### src/rtl/if_stage.sv
// Instruction fetch stage: issues one-word fetch requests, waits for the
// instruction memory to return data, and loads the IF/ID pipeline register.
// Handles stalls through a one-entry hold buffer and drops fetches that a
// branch or jump redirect has made stale.
// Optional build macro: IF_PERF_COUNT_EN enables the stall/flush counters.
module if_stage (
  input  logic        clk,
  input  logic        rst_n,
  input  logic        stall,
  input  logic        branch_taken,
  input  logic [31:0] branch_target,
  input  logic        jump,
  input  logic [31:0] jump_target,
  output logic        imem_req,
  output logic [31:0] imem_addr,
  input  logic        imem_valid,
  input  logic [31:0] imem_data,
  output logic [31:0] pc,
  output logic [31:0] ifid_instr,
  output logic [31:0] ifid_pc4,
  output logic        ifid_valid,
  output logic [5:0]  op_code,
  output logic [15:0] stall_cycles,
  output logic [15:0] flush_count
);

  localparam int unsigned XLEN  = 32;
  localparam int unsigned CNT_W = 16;

  localparam logic [1:0] IDLE  = 2'd0;
  localparam logic [1:0] ISSUE = 2'd1;
  localparam logic [1:0] WAIT  = 2'd2;
  localparam logic [1:0] HOLD  = 2'd3;

  logic [1:0]      state_q, state_d;
  logic [XLEN-1:0] pc_q, pc_d;
  logic            kill_q, kill_d;
  logic [XLEN-1:0] hold_q, hold_d;
  logic [XLEN-1:0] ifid_instr_q, ifid_instr_d;
  logic [XLEN-1:0] ifid_pc4_q, ifid_pc4_d;
  logic            ifid_valid_q, ifid_valid_d;
  logic            req_q, req_d;

  logic            redirect_act;
  logic [XLEN-1:0] redirect_pc;
  logic [XLEN-1:0] pc_inc;

  // Redirect decode: branch wins over jump, ignored while idle, word aligned
  always_comb begin
    redirect_act = (branch_taken | jump) && (state_q != IDLE);
    redirect_pc  = branch_taken ? branch_target : jump_target;
    redirect_pc[1:0] = 2'b00;
    pc_inc       = pc_q + XLEN'(4);
  end

  // Fetch FSM next-state, pc, hold buffer and IF/ID register updates
  always_comb begin
    state_d      = state_q;
    pc_d         = pc_q;
    kill_d       = kill_q;
    hold_d       = hold_q;
    ifid_instr_d = ifid_instr_q;
    ifid_pc4_d   = ifid_pc4_q;
    ifid_valid_d = ifid_valid_q;

    case (state_q)
      IDLE: begin
        state_d = ISSUE;
      end
      ISSUE: begin
        state_d = WAIT;
        if (redirect_act) begin
          kill_d = 1'b1;
        end
      end
      WAIT: begin
        if (redirect_act) begin
          if (imem_valid) begin
            kill_d  = 1'b0;
            state_d = ISSUE;
          end else begin
            kill_d  = 1'b1;
          end
        end else if (imem_valid) begin
          if (kill_q) begin
            kill_d  = 1'b0;
            state_d = ISSUE;
          end else if (stall) begin
            hold_d  = imem_data;
            state_d = HOLD;
          end else begin
            ifid_instr_d = imem_data;
            ifid_pc4_d   = pc_inc;
            ifid_valid_d = 1'b1;
            pc_d         = pc_inc;
            state_d      = ISSUE;
          end
        end
      end
      HOLD: begin
        if (redirect_act) begin
          hold_d  = '0;
          state_d = ISSUE;
        end else if (!stall) begin
          ifid_instr_d = hold_q;
          ifid_pc4_d   = pc_inc;
          ifid_valid_d = 1'b1;
          pc_d         = pc_inc;
          state_d      = ISSUE;
        end
      end
      default: begin
        state_d = IDLE;
      end
    endcase

    // A redirect overrides any pc advance and flushes IF/ID, even under stall
    if (redirect_act) begin
      pc_d         = redirect_pc;
      ifid_instr_d = '0;
      ifid_valid_d = 1'b0;
    end

    req_d = (state_d == ISSUE);
  end

  // State and pipeline registers, synchronous active-low reset
  always_ff @(posedge clk) begin
    if (!rst_n) begin
      state_q      <= IDLE;
      pc_q         <= '0;
      kill_q       <= 1'b0;
      hold_q       <= '0;
      ifid_instr_q <= '0;
      ifid_pc4_q   <= '0;
      ifid_valid_q <= 1'b0;
      req_q        <= 1'b0;
    end else begin
      state_q      <= state_d;
      pc_q         <= pc_d;
      kill_q       <= kill_d;
      hold_q       <= hold_d;
      ifid_instr_q <= ifid_instr_d;
      ifid_pc4_q   <= ifid_pc4_d;
      ifid_valid_q <= ifid_valid_d;
      req_q        <= req_d;
    end
  end

  assign imem_req   = req_q;
  assign imem_addr  = pc_q;
  assign pc         = pc_q;
  assign ifid_instr = ifid_instr_q;
  assign ifid_pc4   = ifid_pc4_q;
  assign ifid_valid = ifid_valid_q;
  assign op_code    = ifid_instr_q[31:26];

`ifdef IF_PERF_COUNT_EN
  logic [CNT_W-1:0] stall_cnt_q, stall_cnt_d;
  logic [CNT_W-1:0] flush_cnt_q, flush_cnt_d;

  // Saturating stall-cycle and redirect counters
  always_comb begin
    stall_cnt_d = stall_cnt_q;
    flush_cnt_d = flush_cnt_q;
    if (stall && (stall_cnt_q != {CNT_W{1'b1}})) begin
      stall_cnt_d = stall_cnt_q + CNT_W'(1);
    end
    if (redirect_act && (flush_cnt_q != {CNT_W{1'b1}})) begin
      flush_cnt_d = flush_cnt_q + CNT_W'(1);
    end
  end

  // Counter registers
  always_ff @(posedge clk) begin
    if (!rst_n) begin
      stall_cnt_q <= '0;
      flush_cnt_q <= '0;
    end else begin
      stall_cnt_q <= stall_cnt_d;
      flush_cnt_q <= flush_cnt_d;
    end
  end

  assign stall_cycles = stall_cnt_q;
  assign flush_count  = flush_cnt_q;
`else
  assign stall_cycles = CNT_W'(0);
  assign flush_count  = CNT_W'(0);
`endif

endmodule

### config.mk
export PLATFORM = sky130hd
export DESIGN_NAME = if_stage
export DESIGN_NICKNAME = d
export VERILOG_FILES = /design/src/rtl/if_stage.sv
export SDC_FILE = /design/constraint.sdc
export NUM_CORES = 1
export LEC_CHECK = 0
export CAP_MARGIN = 20
export CORE_AREA = 2 2 159 115
export CTS_CLUSTER_SIZE = 8
export DETAILED_ROUTE_END_ITERATION = 12
export DIE_AREA = 0 0 161 117
export GPL_TIMING_DRIVEN = 0
export PLACE_DENSITY = 0.75
export RECOVER_POWER = 100
export SYNTH_ARGS = -nofsm -noshare
export SYNTH_HDL_FRONTEND = slang
export SYNTH_SLANG_ARGS = --single-unit
### constraint.sdc
create_clock -name clk -period 2.05 [get_ports clk]
set_input_delay 0.41 -clock clk [delete_from_list [all_inputs] [get_ports clk]]
set_output_delay 0.41 -clock clk [all_outputs]
set_load 0.1 [all_outputs]
## After elaboration in Yosys (flattened, before gate mapping)

Index checks and enable logic that the tools add are counted.
W data, S select, Z words.

- Add/subtract/negate cells: 1
- Eq/ne operators: 15
- Mux-type cells: 40
- Bitwise logic cells: 2
- Reduce and logical (&&, ||, !) cells: 13

Operator list:

| cell | number |
|---|---|
| $mux W32 | 19 |
| $pmux W32 S2 | 4 |
| $add A32 B3 Y32 const B | 1 |
| $ne A2 B2 Y1 const B | 9 |
| $mux W2 | 7 |
| $reduce_and A5 Y1 | 2 |
| $reduce_and A3 Y1 | 3 |
| $pmux W2 S4 | 1 |
| $mux W1 | 7 |
| $ne A3 B3 Y1 const B | 2 |
| $reduce_and A6 Y1 | 1 |
| $reduce_bool A2 Y1 | 3 |
| $eq A2 B1 Y1 const B | 2 |
| $eq A2 B2 Y1 const B | 2 |
| $pmux W1 S2 | 2 |
| $reduce_bool A3 Y1 | 1 |
| $logic_not A2 Y1 | 1 |
| $reduce_or A2 Y1 | 1 |
| $logic_and A1 B1 Y1 | 1 |
| $not A1 Y1 | 1 |
| $or A1 B1 Y1 | 1 |

- Register bits after elaboration: 133
- Output and inout port bits: 168
- Logic and storage cells: 80

## Logic depth before layout (Yosys ltp)

- Depth in word-level cells: 6
- Gate-level depth with buffers: 7

## Worst setup path before layout

No wires, ideal clock.

- Path kind: register to register
- Start: reg pc_q[2] (netlist: imem_addr[2])
- End: reg pc_q[24] (netlist: imem_addr[24])
- Library setup time: 134 ps
- Arrival: 2533 ps
- Setup slack: -617 ps
- Stages on the path, launching flop included: 8
- Buffers on the path: 1
- Clock period less this slack: 2667 ps
- Path through: dfxtp_1 ha_1 and3_1 nand3_1 buf_1 nor4_2 xnor2_1 o22ai_1

- Longest elaborated chain between the ends: 6

RTL lines:

| element | line | RTL |
|---|---|---|
| start, declared | 36 | `logic [XLEN-1:0] pc_q, pc_d;` |
| start signal, assigned | 140 | `pc_q <= pc_d;` |
| $add A32 B3 Y32 (*) | 53 | `pc_inc = pc_q + XLEN'(4);` |
| $mux W32 (*) | 88, 104 |  |
| $mux W32 | 85 | `if (kill_q) begin` |
| $mux W32 | 84 | `end else if (imem_valid) begin` |
| $pmux W32 S2 (*) | 66 | `case (state_q)` |
| $mux W32 (*) | 118 | `if (redirect_act) begin` |

Every way passes the cells marked *; elsewhere a longest branch is shown, timed or not. The select of a mux whose other input is x is not followed.
A chain may end at the register's enable or synchronous reset.

## Final worst setup path

- Start: reg pc_q[10] (netlist: imem_addr[10])
- End: reg ifid_pc4_q[24] (netlist: ifid_pc4[24])

- Longest elaborated chain between the ends: 6
- Elaborated cells on any way between the ends: 7
- Classes of those cells: 1 x add/sub; 6 x mux

RTL lines:

| element | line | RTL |
|---|---|---|
| $add A32 B3 Y32 (*) | 53 |  |
| $mux W32 (*) | 88, 104 |  |
| $mux W32 | 85 |  |
| $mux W32 | 84 |  |
| $mux W32 | 77 | `if (redirect_act) begin` |
| $pmux W32 S2 (*) | 66 |  |
| end signal, assigned | 144 | `ifid_pc4_q <= ifid_pc4_d;` |
| end, declared | 40 | `logic [XLEN-1:0] ifid_pc4_q, ifid_pc4_d;` |

Marks and branches as above.

==> out/qor.txt <==
Setup CP Type = flop to flop
Worst Min Path Start = ifid_pc4[3]
std cell rows = 41
largest area contributor in the netlist = dfxtp_1
crit share post-route = 1.00
crit path capture type = flop
CTS tree = done
failing checks = negative setup slack
RSZ-0062 raised after global routing = true
die height = 117 µm
initial antenna violation count = 0
drt wl/cell = 17.7 µm
fin cells = 1314
max-capacitance violation count = 0
ranking of synthesized cells by area = dfxtp_1 39%, buf_4 8.8%, a211oi_1 6.9%
Initial DRT Pass Iterations = 5
global-route wire length before repair = 35300 µm
Most used DFF post-synth = dfxtp_1
io pins = 270
ratio of cells with drive above 1 in the final layout = 0.268
Clock Sinks = 129
final hold vios = 0
Reg2Reg Capture Point = ifid_pc4[24]
power per cell area = 915 mW/mm²
Hold EP = ifid_pc4[3]
post-layout util = 0.586
gr usage total = 0.242
clock root cell = clkbuf_16
hold_buf cts = 0
CTS Buf Count = 17
routed vias = 6721
Worst Tran Pin Value = 1.04 ns
Final min period = 2.06 ns
Area after DPL = 0.00939 mm²
synthesized cell area = 0.00662 mm²
Synth Instances = 778
GP Congestion = 0.875
Core Region = 0.0174 mm²
status = finished with violations
Vias/cell = 5.11
pin count of the biggest net entering global routing = 17
reg-to-reg slack, setup = -0.007 ns
vias in the first global route = 6356
sequence of cells on the critical path = buf_6 > nand4_1 > or4_4 > buf_8 > nor3_1 > xnor2_1 > a21oi_1
hold crit path type = flop to flop
Critical Path Max Stage Delay = 0.58 ns
total placed cells including tap cells = 1277
DP Worst Slack = -1.11 ns
grt total ovfl = 0
CP top delay family = simple AND/OR/NAND/NOR gates
Peak VDD IR = 0.550 mV
Lkg Pwr = 4.15 nW
number of synthesized register bits = 129
Worst EP required = 2.34 ns
CTS clk-pin slew, worst paths = 0.06 ns
Post-DP HPWL = 17100 µm
design area = 0.0102 mm²
sequential area share after synthesis = 0.390
Synth top area share = 0.390
Synth Area per Inst = 8.51 µm²
area growth from synthesis to layout = 54.4%
Post-synth EDFFs = 0
die area = 0.0188 mm²
Port Buffer Count = 226
DRT antenna net count = 0
Yosys Warn Count = 0
Setup WS post-layout = -0.00717 ns
antenna cell count = 0
r2r worst-path depth = 7
Max Root-Sink Buffers = 2
WP buf/inv = 2
DRT iter0 DRCs = 394
critical path fanouts, max = 10
fmax = 0.486 GHz
Pins Over Slew Limit = 0
Chip Width = 161 µm
DRC Markers = 0
Post-synth ARST share = 0
H-Tree Depth = 4
worst-case clock skew = 0.0103 ns
R2R Path Start = imem_addr[10]
Crit-path slowest cell = or4_4
Clock Latency Late Sink = 0.42 ns
crit start category = flop
CP Data Arrival Time = 2.35 ns
routed wire length = 23300 µm
Rel. slew slack = 0.310
Initial Util = 0.380
Min Hold Slack = 0.469 ns
Hold Path Stages = 2
final setup fails = 1
Yosys cell types = 45
nets@finish = 1168
## how the worst max path moves through the flow
stage	start	to	slack [ns]	cells after the start
2_1_floorplan	imem_addr[2]	imem_addr[24]	-0.04	7
5_1_grt	imem_addr[10]	ifid_pc4[24]	-0.03	7
3_3_place_gp	imem_valid	ifid_instr[31]	-1.04	7
3_5_place_dp	imem_valid	ifid_instr[31]	-1.11	7
6_report	imem_addr[10]	ifid_pc4[24]	-0.007	7
4_1_cts	imem_valid	ifid_instr[31]	-0.02	7
## synthesized netlist by cell type, drive strengths merged, types with 6 or more instances
cell type	instances
o311ai	6
mux2	8
inv	6
nor2	90
o21ai	32
a21oi	36
xnor2	32
mux2i	43
nor4	9
nor3	50
buf	91
and2	37
clkbuf	40
dfxtp	129
nand4	10
nor2b	13
xor2	12
a211oi	61
nand3	15
nand2	29
## tightest hold or removal path: cells and delay by family (launching register included)
family / cells / cell delay (ns)
DFF: 1 / 0.32
AOI/OAI and AO/OA: 1 / 0.05
and+or+nand+nor: 1 / 0.05
## metal layers
layer / global-route usage / vias to the layer above / part of all wire
met4: 0.0512 / 0 / 0.010
met2: 0.381 / 298 / 0.44
met5: 0 / - / 0
met3: 0.0592 / 16 / 0.083
met1: 0.338 / 3211 / 0.46
li1: - / 3196 / -
## area by class of cell
cell class	instances	area, µm²
multi-input cells	549	3520
clock inverters	12	144
repair buffers	232	2270
fillers	1547	7220
inverters	6	22.5
plain buffers	130	857
flip-flops and latches	129	2630
clock buffers	20	489
well taps	236	295
## placed cells by master (no fill, tap or decap), types with 5 or more instances in the layout
master / Yosys / final
xnor2_1: 32 / 29
dfxtp_4: 0 / 9
dfxtp_2: 0 / 11
clkbuf_2: 0 / 43
nor2_1: 90 / 88
inv_1: 5 / 5
clkinv_4: 0 / 5
a21oi_1: 36 / 36
xor2_1: 12 / 12
a211oi_1: 61 / 61
clkbuf_4: 0 / 27
clkbuf_16: 0 / 19
clkdlybuf4s15_2: 0 / 62
conb_1: 1 / 38
clkdlybuf4s50_1: 0 / 94
nand2_1: 29 / 28
dfxtp_1: 129 / 109
o21ai_0: 31 / 31
mux2i_1: 43 / 42
o311ai_0: 6 / 6
and2_1: 36 / 32
nor2b_1: 13 / 11
mux2_2: 8 / 8
nor3_1: 45 / 43
nand4_1: 10 / 10
nand3_1: 15 / 14
clkdlybuf4s15_1: 0 / 39
dlygate4sd2_1: 0 / 9
nor3_4: 0 / 5
buf_4: 78 / 55
clkbuf_1: 40 / 19
buf_6: 0 / 5
## report_power, final
part / switching (mW) / internal [mW]
Combinational: 2.41 / 0.856
Sequential: 0.213 / 2.67
Clock: 1.22 / 1.99
## logic make-up (layout without fill, tap and decap cells)
| family | Yosys count | in the layout | synth area share |
|---|---|---|---|
| and+or+nand+nor | 264 | 264 | 0.201 |
| AOI/OAI and AO/OA | 151 | 151 | 0.147 |
| buffers and inverters | 137 | 400 | 0.123 |
| DFF | 129 | 129 | 0.390 |
| muxes | 51 | 51 | 0.0786 |
| xor gates and xnor gates | 44 | 44 | 0.0582 |
| adders and majority gates | 1 | 1 | 0.00189 |
| other | 1 | 38 | 0.000566 |
## flip-flops by register name (all words and copies together), names as in the netlist
signal and cells:
ifid_pc4 30, hold_q 32, kill_q 1, ifid_valid 1, state_q 2, ifid_instr 32
imem_req 1, imem_addr 30
## per-stage QoR
step	TNS, ns	total power, mW
floorplan	-0.0380	5.40
global placement	-90.07	6.20
detailed placement	-94.09	6.22
CTS	-0.0195	9.36
global route	-0.143	9.64
finish	-0.00717	9.36
## what timing repair did
action | 4_1_cts | 5_1_grt
setup endpoints to repair | 238 | 166
gates resized for setup | 304 | 113
pin swaps | 1 | 4
setup buffers | 4 | 2
Note: power is estimated with default switching activity, not from simulation.
